[src/rtl/processor_run_ctrl_pkg.sv]
// Shared definitions for the processor run controller: state encoding,
// halt-cause codes, the default halt instruction and cause arbitration.
package processor_run_ctrl_pkg;

  typedef enum logic [1:0] {
    ST_IDLE  = 2'd0,
    ST_RESET = 2'd1,
    ST_RUN   = 2'd2,
    ST_DONE  = 2'd3
  } run_state_e;

  localparam logic [1:0] HC_NONE     = 2'd0;
  localparam logic [1:0] HC_HALTWORD = 2'd1;
  localparam logic [1:0] HC_SELFLOOP = 2'd2;
  localparam logic [1:0] HC_TIMEOUT  = 2'd3;

  localparam logic [31:0] DEFAULT_HALT_WORD = 32'hFFFF_FFFF;

  // When several halt conditions fire together, the lowest cause code wins.
  function automatic logic [1:0] select_cause(input logic hit_halt,
                                              input logic hit_loop,
                                              input logic hit_timeout);
    logic [1:0] cause;
    if (hit_halt) begin
      cause = HC_HALTWORD;
    end else if (hit_loop) begin
      cause = HC_SELFLOOP;
    end else if (hit_timeout) begin
      cause = HC_TIMEOUT;
    end else begin
      cause = HC_NONE;
    end
    return cause;
  endfunction

endpackage

[src/rtl/processor_run_ctrl_if.sv]
// Bundle of the harness/processor-facing signals of the run controller.
// master: test harness + processor side. slave: the run controller.
interface processor_run_ctrl_if #(
  parameter int CNT_W = 32
);

  logic             go;
  logic             abort;
  logic [31:0]      instruction;
  logic [31:0]      pc_in;
  logic             mem_wr;
  logic             proc_start_up;
  logic             proc_clk_en;
  logic             running;
  logic             done;
  logic [1:0]       halt_cause;
  logic [CNT_W-1:0] cycle_count;
  logic [CNT_W-1:0] store_count;

  modport master (
    output go, abort, instruction, pc_in, mem_wr,
    input  proc_start_up, proc_clk_en, running, done, halt_cause,
           cycle_count, store_count
  );

  modport slave (
    input  go, abort, instruction, pc_in, mem_wr,
    output proc_start_up, proc_clk_en, running, done, halt_cause,
           cycle_count, store_count
  );

endinterface

[src/rtl/processor_run_ctrl_run_counter.sv]
// Enabled up-counter with synchronous clear that sticks at all ones
// instead of wrapping.
module processor_run_ctrl_run_counter #(
  parameter int W = 32
) (
  input  logic         clk,
  input  logic         rst_n,
  input  logic         clr,
  input  logic         en,
  output logic [W-1:0] count
);

  localparam logic [W-1:0] CNT_ONE = W'(1);
  localparam logic [W-1:0] CNT_SAT = {W{1'b1}};

  logic [W-1:0] count_q;
  logic [W-1:0] count_d;

  // Next count: clear wins, otherwise step while below saturation.
  always_comb begin
    count_d = count_q;
    if (clr) begin
      count_d = {W{1'b0}};
    end else if (en && (count_q != CNT_SAT)) begin
      count_d = count_q + CNT_ONE;
    end else begin
      count_d = count_q;
    end
  end

  // Count register.
  always_ff @(posedge clk or negedge rst_n) begin
    if (!rst_n) begin
      count_q <= {W{1'b0}};
    end else begin
      count_q <= count_d;
    end
  end

  assign count = count_q;

endmodule

[src/rtl/processor_run_ctrl.sv]
// Run controller for the single-cycle processor: holds it in start-up,
// lets it execute, and stops it on a halt word, a branch-to-self or when
// the cycle budget is spent. Reports cycle/store counts and halt cause.
module processor_run_ctrl
  import processor_run_ctrl_pkg::*;
#(
  parameter int          RESET_CYCLES = 2,
  parameter int          MAX_CYCLES   = 1000,
  parameter logic [31:0] HALT_WORD    = DEFAULT_HALT_WORD,
  parameter int          CNT_W        = 32
) (
  input  logic                  clk,
  input  logic                  start_up_n,
  processor_run_ctrl_if.slave   bus
);

  // rst_cnt only needs to reach RESET_CYCLES-1.
  localparam int RC_W = (RESET_CYCLES > 1) ? $clog2(RESET_CYCLES) : 1;
  localparam logic [RC_W-1:0]  RC_ZERO    = RC_W'(0);
  localparam logic [RC_W-1:0]  RC_ONE     = RC_W'(1);
  localparam logic [RC_W-1:0]  RC_LAST    = RC_W'(RESET_CYCLES - 1);
  // Count value that becomes MAX_CYCLES on the current RUN edge.
  localparam logic [CNT_W-1:0] TIMEOUT_AT = CNT_W'(MAX_CYCLES - 1);

  run_state_e        state_q, state_d;
  logic [RC_W-1:0]   rst_cnt_q, rst_cnt_d;
  logic [31:0]       prev_pc_q, prev_pc_d;
  logic              prev_pc_valid_q, prev_pc_valid_d;
  logic              done_q, done_d;
  logic [1:0]        halt_cause_q, halt_cause_d;

  logic              cnt_clr_s;
  logic              cyc_en_s;
  logic              st_en_s;
  logic [CNT_W-1:0]  cycle_count_s;
  logic [CNT_W-1:0]  store_count_s;
  logic              hit_halt_s;
  logic              hit_loop_s;
  logic              hit_timeout_s;
  logic              proc_start_up_s;
  logic              proc_clk_en_s;
  logic              running_s;

  // Halt conditions from this cycle's processor outputs.
  always_comb begin
    hit_halt_s    = (bus.instruction == HALT_WORD);
    hit_loop_s    = prev_pc_valid_q && (bus.pc_in == prev_pc_q);
    hit_timeout_s = (cycle_count_s >= TIMEOUT_AT);
  end

  // Next-state, bookkeeping updates and counter controls.
  always_comb begin
    state_d         = state_q;
    rst_cnt_d       = rst_cnt_q;
    prev_pc_d       = prev_pc_q;
    prev_pc_valid_d = prev_pc_valid_q;
    halt_cause_d    = halt_cause_q;
    cnt_clr_s       = 1'b0;
    cyc_en_s        = 1'b0;
    st_en_s         = 1'b0;

    case (state_q)
      ST_IDLE: begin
        if (bus.go) begin
          state_d         = ST_RESET;
          rst_cnt_d       = RC_ZERO;
          cnt_clr_s       = 1'b1;
          halt_cause_d    = HC_NONE;
          prev_pc_valid_d = 1'b0;
        end else begin
          state_d = ST_IDLE;
        end
      end

      ST_RESET: begin
        if (bus.abort) begin
          state_d   = ST_IDLE;
          rst_cnt_d = RC_ZERO;
        end else if (rst_cnt_q == RC_LAST) begin
          state_d   = ST_RUN;
          rst_cnt_d = RC_ZERO;
        end else begin
          state_d   = ST_RESET;
          rst_cnt_d = rst_cnt_q + RC_ONE;
        end
      end

      ST_RUN: begin
        // Every RUN cycle is counted, including the one that ends the run.
        cyc_en_s        = 1'b1;
        st_en_s         = bus.mem_wr;
        prev_pc_d       = bus.pc_in;
        prev_pc_valid_d = 1'b1;
        if (bus.abort) begin
          state_d = ST_IDLE;
        end else if (hit_halt_s || hit_loop_s || hit_timeout_s) begin
          state_d      = ST_DONE;
          halt_cause_d = select_cause(hit_halt_s, hit_loop_s, hit_timeout_s);
        end else begin
          state_d = ST_RUN;
        end
      end

      ST_DONE: begin
        if (bus.abort) begin
          state_d = ST_IDLE;
        end else if (bus.go) begin
          state_d         = ST_RESET;
          rst_cnt_d       = RC_ZERO;
          cnt_clr_s       = 1'b1;
          halt_cause_d    = HC_NONE;
          prev_pc_valid_d = 1'b0;
        end else begin
          state_d = ST_DONE;
        end
      end

      default: begin
        state_d = ST_IDLE;
      end
    endcase

    done_d = (state_d == ST_DONE);
  end

  // Controller state and bookkeeping registers.
  always_ff @(posedge clk or negedge start_up_n) begin
    if (!start_up_n) begin
      state_q         <= ST_IDLE;
      rst_cnt_q       <= RC_ZERO;
      prev_pc_q       <= 32'h0000_0000;
      prev_pc_valid_q <= 1'b0;
      done_q          <= 1'b0;
      halt_cause_q    <= HC_NONE;
    end else begin
      state_q         <= state_d;
      rst_cnt_q       <= rst_cnt_d;
      prev_pc_q       <= prev_pc_d;
      prev_pc_valid_q <= prev_pc_valid_d;
      done_q          <= done_d;
      halt_cause_q    <= halt_cause_d;
    end
  end

  // Processor controls decode straight from state so an asynchronous
  // reset takes effect without waiting for a clock edge.
  always_comb begin
    proc_start_up_s = 1'b1;
    proc_clk_en_s   = 1'b0;
    running_s       = 1'b0;
    case (state_q)
      ST_IDLE: begin
        proc_start_up_s = 1'b1;
        proc_clk_en_s   = 1'b0;
      end
      ST_RESET: begin
        proc_start_up_s = 1'b1;
        proc_clk_en_s   = 1'b1;
      end
      ST_RUN: begin
        proc_start_up_s = 1'b0;
        proc_clk_en_s   = 1'b1;
        running_s       = 1'b1;
      end
      ST_DONE: begin
        proc_start_up_s = 1'b0;
        proc_clk_en_s   = 1'b0;
      end
      default: begin
        proc_start_up_s = 1'b1;
        proc_clk_en_s   = 1'b0;
      end
    endcase
  end

  processor_run_ctrl_run_counter #(.W(CNT_W)) u_cycle_cnt (
    .clk   (clk),
    .rst_n (start_up_n),
    .clr   (cnt_clr_s),
    .en    (cyc_en_s),
    .count (cycle_count_s)
  );

  processor_run_ctrl_run_counter #(.W(CNT_W)) u_store_cnt (
    .clk   (clk),
    .rst_n (start_up_n),
    .clr   (cnt_clr_s),
    .en    (st_en_s),
    .count (store_count_s)
  );

  assign bus.proc_start_up = proc_start_up_s;
  assign bus.proc_clk_en   = proc_clk_en_s;
  assign bus.running       = running_s;
  assign bus.done          = done_q;
  assign bus.halt_cause    = halt_cause_q;
  assign bus.cycle_count   = cycle_count_s;
  assign bus.store_count   = store_count_s;

endmodule

[src/flat_wrapper.sv]
// flat-port wrapper written by rule: the top's interface ports become plain ports
module processor_run_ctrl_flat import processor_run_ctrl_pkg::*;
#(
  parameter int          RESET_CYCLES = 2,
  parameter int          MAX_CYCLES   = 1000,
  parameter logic [31:0] HALT_WORD    = DEFAULT_HALT_WORD,
  parameter int          CNT_W        = 32
)
  (clk, start_up_n, bus_go, bus_abort, bus_instruction, bus_pc_in, bus_mem_wr, bus_proc_start_up, bus_proc_clk_en, bus_running, bus_done, bus_halt_cause, bus_cycle_count, bus_store_count);
  processor_run_ctrl_if #(.CNT_W(CNT_W)) bus_i ();
  input  logic clk;
  input  logic start_up_n;
  input wire logic [$bits(bus_i.go)-1:0] bus_go;
  input wire logic [$bits(bus_i.abort)-1:0] bus_abort;
  input wire logic [$bits(bus_i.instruction)-1:0] bus_instruction;
  input wire logic [$bits(bus_i.pc_in)-1:0] bus_pc_in;
  input wire logic [$bits(bus_i.mem_wr)-1:0] bus_mem_wr;
  output wire logic [$bits(bus_i.proc_start_up)-1:0] bus_proc_start_up;
  output wire logic [$bits(bus_i.proc_clk_en)-1:0] bus_proc_clk_en;
  output wire logic [$bits(bus_i.running)-1:0] bus_running;
  output wire logic [$bits(bus_i.done)-1:0] bus_done;
  output wire logic [$bits(bus_i.halt_cause)-1:0] bus_halt_cause;
  output wire logic [$bits(bus_i.cycle_count)-1:0] bus_cycle_count;
  output wire logic [$bits(bus_i.store_count)-1:0] bus_store_count;
  assign bus_i.go = bus_go;
  assign bus_i.abort = bus_abort;
  assign bus_i.instruction = bus_instruction;
  assign bus_i.pc_in = bus_pc_in;
  assign bus_i.mem_wr = bus_mem_wr;
  assign bus_proc_start_up = bus_i.proc_start_up;
  assign bus_proc_clk_en = bus_i.proc_clk_en;
  assign bus_running = bus_i.running;
  assign bus_done = bus_i.done;
  assign bus_halt_cause = bus_i.halt_cause;
  assign bus_cycle_count = bus_i.cycle_count;
  assign bus_store_count = bus_i.store_count;
  processor_run_ctrl #(.RESET_CYCLES(RESET_CYCLES), .MAX_CYCLES(MAX_CYCLES), .HALT_WORD(HALT_WORD), .CNT_W(CNT_W)) u_core (.clk(clk), .start_up_n(start_up_n), .bus(bus_i));
endmodule
[config.mk]
export PLATFORM = sky130hd
export DESIGN_NAME = processor_run_ctrl_flat
export DESIGN_NICKNAME = d
export VERILOG_FILES = /design/src/rtl/processor_run_ctrl_pkg.sv /design/src/rtl/processor_run_ctrl_if.sv /design/src/rtl/processor_run_ctrl_run_counter.sv /design/src/rtl/processor_run_ctrl.sv /design/src/flat_wrapper.sv
export SDC_FILE = /design/constraint.sdc
export NUM_CORES = 1
export LEC_CHECK = 0
export ABC_AREA = 1
export CAP_MARGIN = 20
export CORE_UTILIZATION = 53
export DETAILED_ROUTE_END_ITERATION = 10
export GPL_ROUTABILITY_DRIVEN = 1
export HOLD_SLACK_MARGIN = 0.02
export PLACE_DENSITY_LB_ADDON = 0.08
export SYNTH_ARGS = -nofsm -noshare
export SYNTH_HDL_FRONTEND = slang
export SYNTH_HIERARCHICAL = 1
export SYNTH_SLANG_ARGS = --single-unit
[constraint.sdc]
create_clock -name clk -period 3 [get_ports clk]
set_input_delay 0.6 -clock clk [delete_from_list [all_inputs] [get_ports clk]]
set_output_delay 0.6 -clock clk [all_outputs]
set_load 0.02 [all_outputs]
# --- After elaboration in Yosys (flattened, before gate mapping) ---
# Index checks and enable logic that the tools add are counted.
word_totals:
  ff_bits: 103
  latch_bits: 0
  ram_bits: 0
  romBits: 0
  output_inout_bits: 70
  elab_cells: 75
  mem_count: 0
op_classes:
  add_sub_neg: 3
  multipliers: 0
  div_mod_pow: 0
  n_lt_le_gt_ge: 1
  n_eq_ne: 11
  shifts: 0
  mux: 35
  n_bitwise: 0
  reduce_logical: 17
ops:
  columns: ["operator", "n"]
  rows:
  - ["$mux 32", 4]
  - ["$add 32x1->32 const B", 2]
  - ["$ne 32x32->1 const B", 2]
  - ["$eq 32x32->1", 1]
  - ["$eq 32x32->1 const B", 1]
  - ["$ge 32x10->1 const B", 1]
  - ["$mux 2", 12]
  - ["$mux 1", 12]
  - ["$pmux 2 s4", 1]
  - ["$reduce_or 2->1", 4]
  - ["$eq 2x2->1 const B", 3]
  - ["$pmux 1 s2", 3]
  - ["$pmux 1 s3", 2]
  - ["$pmux 2 s3", 1]
  - ["$reduce_bool 3->1", 2]
  - ["$ne 2x2->1 const B", 2]
  - ["$reduce_and 2->1", 2]
  - ["$reduce_and 4->1", 1]
  - ["$reduce_bool 2->1", 2]
  - ["$logic_and 1x1->1", 3]
  - ["$eq 2x1->1 const B", 1]
  - ["$logic_not 2->1", 1]
  - ["$logic_or 1x1->1", 2]
  - ["$ne 2x1->1 const B", 1]
  - ["$add 1x1->1 const B", 1]

# --- Logic depth before layout (Yosys ltp) ---
# Gate-level depths: netlist of the first run.
depth:
  depth_word: 8
  mapped_depth: 13
  depth_no_buf: 13

# --- By module ---
# Netlist of the first run, hierarchy kept.
by_module_without_submodules:
  columns: ["module", "n_inst", "cells_each", "area_each_um2", "seq_area_each_um2"]
  rows:
  - ["processor_run_ctrl_run_counter", 2, 345, 2243.4, 800.8]
  - ["processor_run_ctrl", 1, 371, 2449.8, 975.9]

# --- Worst setup path after synthesis of the first run ---
# Ideal clock, no wire load.
synth_path:
  kind: "register to register"
  startpoint: "register u_core.state_q[0]"
  endpoint: "register u_core.u_store_cnt.count_q[25] (netlist: u_core/u_store_cnt/count[25])"
  setup_time_ns: 0.065
  t_arrival_ns: 2.356
  required_time_ns: 2.935
  slack_ns: 0.578
  stages_incl_launch_ff: 13
  path_cell_list: "dfrtp_1 inv_1 ha_1 buf_2 buf_2 buf_2 nand2_1 inv_1 inv_1 a21oi_1 buf_2 nand4_1 nand2_1"
synth_between:
  elab_chain_len: 4
  elab_cells_between_ends: 8
  cone_classes: "2 x eq/ne; 3 x mux; 3 x reduce/logical"
synth_rtl:
  columns: ["element", "line_no", "text"]
  rows:
  - ["start: declaration", "processor_run_ctrl.sv:25", "run_state_e state_q, state_d;"]
  - ["start signal: assignment", "processor_run_ctrl.sv:136", "state_q <= state_d;"]
  - ["$eq 2x2->1", "processor_run_ctrl.sv:62", "case (state_q)"]
  - ["$mux 1", "processor_run_ctrl.sv:62", null]
  - ["named net u_core.st_en_s", "processor_run_ctrl.sv:34", "logic st_en_s;"]
  - ["$logic_and 1x1->1", "processor_run_ctrl_run_counter.sv:24", "end else if (en && (count_q != CNT_SAT)) begin"]
  - ["$reduce_bool 2->1 (no line)", null, null]
  - ["end signal: assignment", "processor_run_ctrl_run_counter.sv:34", "count_q <= {W{1'b0}};"]
  - ["end signal: assignment", "processor_run_ctrl_run_counter.sv:36", "count_q <= count_d;"]
  - ["end: declaration", "processor_run_ctrl_run_counter.sv:16", "logic [W-1:0] count_q;"]
# The timed path passes the listed nets, and every way through them passes these cells.
# A chain may end at the register's enable or synchronous reset.

# --- Final worst setup path of the first run ---
layout_path:
  startpoint: "register u_core.state_q[0]"
  endpoint: "output port bus_proc_start_up"
layout_between:
  elab_chain_len: 3
  elab_cells_between_ends: 7
  cone_classes: "3 x eq/ne; 1 x mux; 3 x reduce/logical"
layout_rtl:
  columns: ["element", "line_no", "text"]
  rows:
  - ["$eq 2x2->1, or another cell as far along", "processor_run_ctrl.sv:151", "case (state_q)"]
  - ["$reduce_or 2->1 (no line)", null, null]
  - ["$pmux 1 s2 (*)", "processor_run_ctrl.sv:151", null]
  - ["end: declaration", "flat_wrapper.sv:18", "output wire logic [$bits(bus_i.proc_start_up)-1:0] bus_proc_start_up;"]
# Mark *: on every way between the ends. The rest lies on a longest branch, timed or not.

==> results of run 1 <==
==> sequential cells by signal, summed over array words and instances, names as in the netlist <==
register                  count
u_core/prev_pc_q             32
u_core/bus.done               1
u_core/u_cycle_cnt/count     32
u_core/bus.halt_cause         2
u_core/prev_pc_valid_q        1
u_core/u_store_cnt/count     32
u_core/rst_cnt_q              1
u_core/state_q                2
==> layout make-up <==
class | count | area (sq um)
sequential | 103 | 2580
fill | 1131 | 3900
clock inverter | 5 | 56.3
timing repair buffer | 149 | 1470
multi-input combinational | 808 | 3730
inverter | 126 | 475
tap | 172 | 215
clock buffer | 10 | 239
==> worst min path at each step <==
stage	slack, ps	depth (start not counted)	endpoint	start
CTS	210	1	u_core/prev_pc_q[18]	start_up_n
global placement	470	2	u_core/prev_pc_valid_q	u_core/prev_pc_valid_q
detailed placement	470	2	u_core/prev_pc_valid_q	u_core/prev_pc_valid_q
finish	210	1	u_core/bus.halt_cause[0]	start_up_n
global route	240	1	u_core/prev_pc_q[13]	start_up_n
floorplan	300	0	u_core/bus.done	start_up_n
==> stage by stage <==
stage	setup slack (ps)	hold WS (ps)
after floorplan	578	304
after global placement	323	472
after detailed placement	244	474
after CTS	542	213
after global routing	337	239
final	557	209
==> cell usage after synthesis, drive strengths merged <==
cell type	n	area [sq um]
a21oi	13	65.1
a22oi	2	15.0
and3	1	6.26
buf	17	131
clkbuf	7	26.3
clkinv	1	3.75
dfrtp	103	2580
ha	7	87.6
inv	125	472
mux2	1	11.3
nand2	427	1700
nand3	76	385
nand3b	2	15.0
nand4	23	150
nor2	158	688
nor3	3	15.0
nor4	1	12.5
o211ai	1	7.51
o21ai	62	310
or2	4	25.0
xnor2	14	123
xor2	13	114
==> power groups by stage <==
stage | sequential [W] | clock (W) | combinational [W]
after floorplan | 0.00211 | 0 | 0.00116
after CTS | 0.00202 | 0.00122 | 0.00187
after global routing | 0.00208 | 0.00127 | 0.00211
after global placement | 0.00204 | 0 | 0.00182
final | 0.00202 | 0.00118 | 0.00187
after detailed placement | 0.00205 | 0 | 0.00186
==> routing by layer <==
layer / share of wire, % / vias up / global-route usage, %
met5: 0 / - / 0
met2: 44 / 248 / 43.5
met1: 46 / 3162 / 37.4
li1: - / 3557 / -
met4: 1.3 / 0 / 8.97
met3: 8.5 / 19 / 5.09
==> logic make-up after synthesis <==
| logic type | share of synthesized area, % |
|---|---|
| AND/OR/NAND/NOR | 43.1 |
| buffers and inverters | 9.13 |
| flip-flops | 37.2 |
| AO/OA/AOI/OAI | 5.74 |
| XOR/XNOR | 3.41 |
| adder cells (fa/ha/maj) | 1.26 |
| multiplexers | 0.162 |
==> impl_metrics.csv, run 1 <==
group,metric,value,unit
detailed_routing,wl,17900,um
worst_setup_path,slowest_delay,630,ps
run_status,status,"finished, final reports clean",
timing,tns,0,ps
worst_setup_path,reg2reg_depth,10,
timing,worst_pin_slew,788,ps
floorplan,dieArea,13500,sq um
detailed_routing,drtPass1Iterations,5,
worst_setup_path,worst-r2r-setup-slack,740,ps
clock_network,cts_sinks,103,
worst_setup_path,critPathTopFamily,"buffers and inverters",
hold_path,hold_class,"in -> async",
detailed_routing,postRouteAntennaNets,0,
timing,final_hold_viol_count,0,
cells_and_area,final_cell_mix,"nand2_1, nor2_1, clkdlybuf4s50_1",
placed_design,placed_area,8470,sq um
timing,slew_violations,0,
floorplan,die_w,116,um
worst_setup_path,start_kind,"flip-flop",
timing,rsz0062_at_grt,"false",
worst_setup_path,required,2400,ps
pwr,sw_frac_of_total,38.2,%
pwr,seqPwrFrac,39.9,%
synthesis,synth_area,6940,sq um
clock_network,cts_repair_resize_count,0,
cells_and_area,nets,1273,
cells_and_area,fin_util,69.2,%
worst_setup_path,critPathLaunch,"u_core/state_q[0]",
clock_network,clk_latency,350,ps
global_routing,antenna_found_initial,0,
synthesis,syn_area_per_cell,6.54,sq um
pwr,vdd_drop_max,377,uV
synthesis,ys_warn_count,6,
cells_and_area,areaGrowthSynthToFinish,26.4,%
timing,period_needed,2440,ps
global_routing,grt_start_max_net_pins,48,
detailed_routing,drc,0,
worst_setup_path,endpoint,"bus_proc_start_up",
placed_design,place.gp.congestion,0.947,
detailed_routing,viasPerCell,5.09,
floorplan,die-height,116,um
worst_setup_path,timing.rr.start,"u_core/state_q[0]",
cells_and_area,drive_above_1_share,6.33,%
synthesis,syn_nets,1137,
pwr,fin_total_pwr,0.00508,W
pwr,p_switching,0.00194,W
run,cap_viol_max_count,0,
global_routing,grt_pass1_vias,6183,
detailed_routing,drt_iter0_markers,531,
detailed_routing,vias,6986,
worst_setup_path,cp-end-kind,"output port",
floorplan,start_util,54.7,%
global_routing,gr-total-overflow,0,
clock_network,clockRootBuffer,"clkbuf_16",
pwr,power.share.clock,23.3,%
clock_network,cts_setup_buffers,0,
worst_setup_path,crit_fanout,5,
clock_network,htreeDepth,3,
synthesis,syn_inst,1061,
clock_network,cts_buffers,9,
clock_network,clock_path_buffers,2,
timing,slew_headroom,47.5,%
global_routing,grt_pass1_wl,29000,um
placed_design,io_buffers,138,
worst_setup_path,path_cells,"inv_1 > ha_2 > nor2_1 > clkdlybuf4s50_1",
timing,fmax,409,MHz
pwr,intPower,0.00314,W
global_routing,grtUsageTotal,27.3,%
pwr,p_comb_share,36.8,%
clock_network,clkTransAtPathRegs,60,ps
cells_and_area,stdcell_count,1373,
synthesis,ys_types,36,
timing,finalSetupViolCount,0,
cells_and_area,final_common_cell,"nand2_1",
detailed_routing,wl_per_cell,13.0,um
floorplan,io_pins,139,
floorplan,rows,41,
worst_setup_path,crit_type,"reg -> out",
timing,period_share,81.4,%
cells_and_area,antenna_cells,0,
cells_and_area,stdcell_area,8770,sq um
placed_design,place_hpwl,13300,um
floorplan,core,12700,sq um
clock_network,hold_buffers,0,
worst_setup_path,path_buf_inv,2,
worst_setup_path,crit_cells,4,
synthesis,ys_seq_elements,103,
worst_setup_path,r2r_end,"u_core/u_store_cnt/count[4]",
synthesis,ys_seq_area_share,37.2,%
worst_setup_path,critical_path.slowest_cell,"clkdlybuf4s50_1",
placed_design,dp_cells,1358,
clock_network,cts_tree,"yes",
timing,final.setup_skew,10.1,ps
pwr,p_per_area,579,nW/um^2
pwr,p_leak,4.14,nW
worst_setup_path,cp.arrival,1840,ps
(Power assumes the default switching activity.)
==> inputs of run 2 (changes only) <==
- CORE_UTILIZATION: 53 -> 48
- clock period: 3 -> 2.2 ns (I/O delays scaled with it)
==> run 2 against run 1 <==
Via count is 0.96% higher. Clock-buffer cell count is 2 higher. Power up 40%. Routed wire length is 3.9% higher. Sequential power increased by 33%. Critical path type is now reg -> reg. Largest cell class unchanged. First-iteration DRC count rose by 3.4%. Utilization is 4.8 points lower. Sequential cell count unchanged. Non-clock buffer count rose by 30. Clock power up 38%. Final cell count is 2.8% higher. Clock skew is 3.9 ps lower.
==> impl_metrics.csv, run 2 (synthesis results as in run 1) <==
group,metric,value,unit
floorplan,rows,43,
clock_network,clockRootBuffer,"clkbuf_16",
pwr,p_comb_share,39.1,%
worst_setup_path,reg2reg_depth,11,
worst_setup_path,timing.rr.start,"u_core/state_q[1]",
timing,slew_headroom,59.5,%
worst_setup_path,worst-r2r-setup-slack,140,ps
pwr,p_switching,0.00271,W
floorplan,dieArea,14900,sq um
worst_setup_path,cp-end-kind,"flip-flop",
worst_setup_path,crit_type,"reg -> reg",
detailed_routing,postRouteAntennaNets,0,
worst_setup_path,critical_path.slowest_cell,"dfrtp_1",
run,cap_viol_max_count,0,
pwr,p_leak,4.31,nW
clock_network,htreeDepth,3,
timing,finalSetupViolCount,0,
cells_and_area,final_cell_mix,"nand2_1, nor2_1, clkdlybuf4s50_1",
placed_design,io_buffers,138,
detailed_routing,drtPass1Iterations,5,
global_routing,gr-total-overflow,0,
detailed_routing,drc,0,
global_routing,grt_start_max_net_pins,64,
placed_design,place.gp.congestion,0.882,
cells_and_area,final_common_cell,"nand2_1",
timing,final.setup_skew,6.25,ps
global_routing,antenna_found_initial,0,
placed_design,place_hpwl,13900,um
worst_setup_path,path_cells,"ha_1 > inv_1 > nor2_1 > o21ai_0 > nor2_2 > buf_4 > inv_1 > nand2_4 > inv_2 > nand2_1 > nand2_1",
floorplan,start_util,49.6,%
clock_network,cts_sinks,103,
hold_path,hold_class,"in -> async",
floorplan,die-height,122,um
floorplan,core,14000,sq um
global_routing,grt_pass1_vias,6166,
detailed_routing,wl,18600,um
detailed_routing,drt_iter0_markers,549,
pwr,intPower,0.00439,W
worst_setup_path,r2r_end,"u_core/u_cycle_cnt/count[30]",
clock_network,clkTransAtPathRegs,70,ps
worst_setup_path,required,2490,ps
detailed_routing,viasPerCell,5.00,
floorplan,io_pins,139,
cells_and_area,antenna_cells,0,
pwr,seqPwrFrac,37.8,%
global_routing,grtUsageTotal,25.6,%
timing,final_hold_viol_count,0,
pwr,vdd_drop_max,897,uV
clock_network,cts_tree,"yes",
pwr,sw_frac_of_total,38.1,%
timing,slew_violations,0,
cells_and_area,areaGrowthSynthToFinish,29.9,%
run_status,status,"finished, final reports clean",
detailed_routing,vias,7053,
clock_network,clock_path_buffers,2,
pwr,power.share.clock,23.0,%
timing,hold_ws,474,ps
floorplan,die_w,122,um
timing,period_needed,2060,ps
worst_setup_path,slowest_delay,420,ps
worst_setup_path,cp.arrival,2360,ps
cells_and_area,nets,1303,
clock_network,clk_latency,360,ps
cells_and_area,fillCellCount,1321,
timing,period_share,93.8,%
worst_setup_path,start_kind,"flip-flop",
detailed_routing,wl_per_cell,13.2,um
cells_and_area,drive_above_1_share,8.52,%
pwr,fin_total_pwr,0.00710,W
timing,fmax,484,MHz
global_routing,grt_pass1_wl,29900,um
timing,worst_pin_slew,605,ps
worst_setup_path,crit_fanout,21,
pwr,p_per_area,788,nW/um^2
clock_network,cts_buffers,9,
==> run 2: how the worst max path moves through the flow <==
stage	startpoint	end	slack, ps	cells past startpoint
after floorplan	u_core/state_q[0]	u_core/u_store_cnt/count[25]	70	12
after global placement	u_core/u_cycle_cnt/count[0]	u_core/u_cycle_cnt/count[16]	-70	8
after detailed placement	bus_abort	u_core/u_cycle_cnt/count[30]	-7	9
after CTS	u_core/state_q[0]	bus_proc_clk_en	160	3
after global routing	u_core/state_q[1]	u_core/u_cycle_cnt/count[12]	-70	11
final	u_core/state_q[1]	u_core/u_cycle_cnt/count[30]	140	11
==> run 2: cell type report <==
cell class              count  area, sq um  area share (%)
multi-input cells         808         3740            41.6
flip-flops and latches    103         2580            28.6
clock inverters             4         45.0           0.500
inverters                 126          475            5.28
clock buffers              12          246            2.73
well taps                 180          225            2.50
repair buffers            179         1700            18.8
==> run 2: power by group through the flow <==
stage	combinational (W)	sequential [W]	clock, W
after floorplan	0.00159	0.00288	0
after global placement	0.00273	0.00270	0
after detailed placement	0.00277	0.00272	0
after CTS	0.00277	0.00269	0.00169
after global routing	0.00311	0.00274	0.00175
final	0.00278	0.00269	0.00163
==> run 2: per-layer routing <==
layer,track usage (%),part of all wire [%],wire (um)
met5,0,0,0
met4,5.79,1.1,207
met2,40.2,45,8390
met1,36.2,46,8590
met3,5.62,7.5,1390
==> run 2: what timing repair did <==
item | CTS | global route
hold endpoints to repair | 10 | 0
hold buffers | 1 | 0
setup buffers | 0 | 1
gates resized for setup | 3 | 0
endpoints found under the setup margin | 3 | 14
pin swaps | 0 | 1
==> run 2: worst max-delay path: cells and delay by family (launching register included) <==
kind                     cells  cell delay (ps)
AO/OA/AOI/OAI                1              230
adder cells (fa/ha/maj)      1              240
buffers and inverters        4              700
flip-flops                   1              420
AND/OR/NAND/NOR              5              390
==> run 2: per-stage QoR <==
stage | TNS [ps] | util, % | instances | cell area (sq um) | setup WS [ps]
floorplan | 0 | - | 1061 | 6950 | 67.1
global placement | -488 | 62.2 | 1393 | 8700 | -70.5
detailed placement | -15.6 | 62.2 | 1394 | 8710 | -6.91
CTS | 0 | 64.4 | 1411 | 9000 | 158
global route | -799 | 64.4 | 1412 | 9010 | -65.2
finish | 0 | 64.4 | 1412 | 9010 | 136
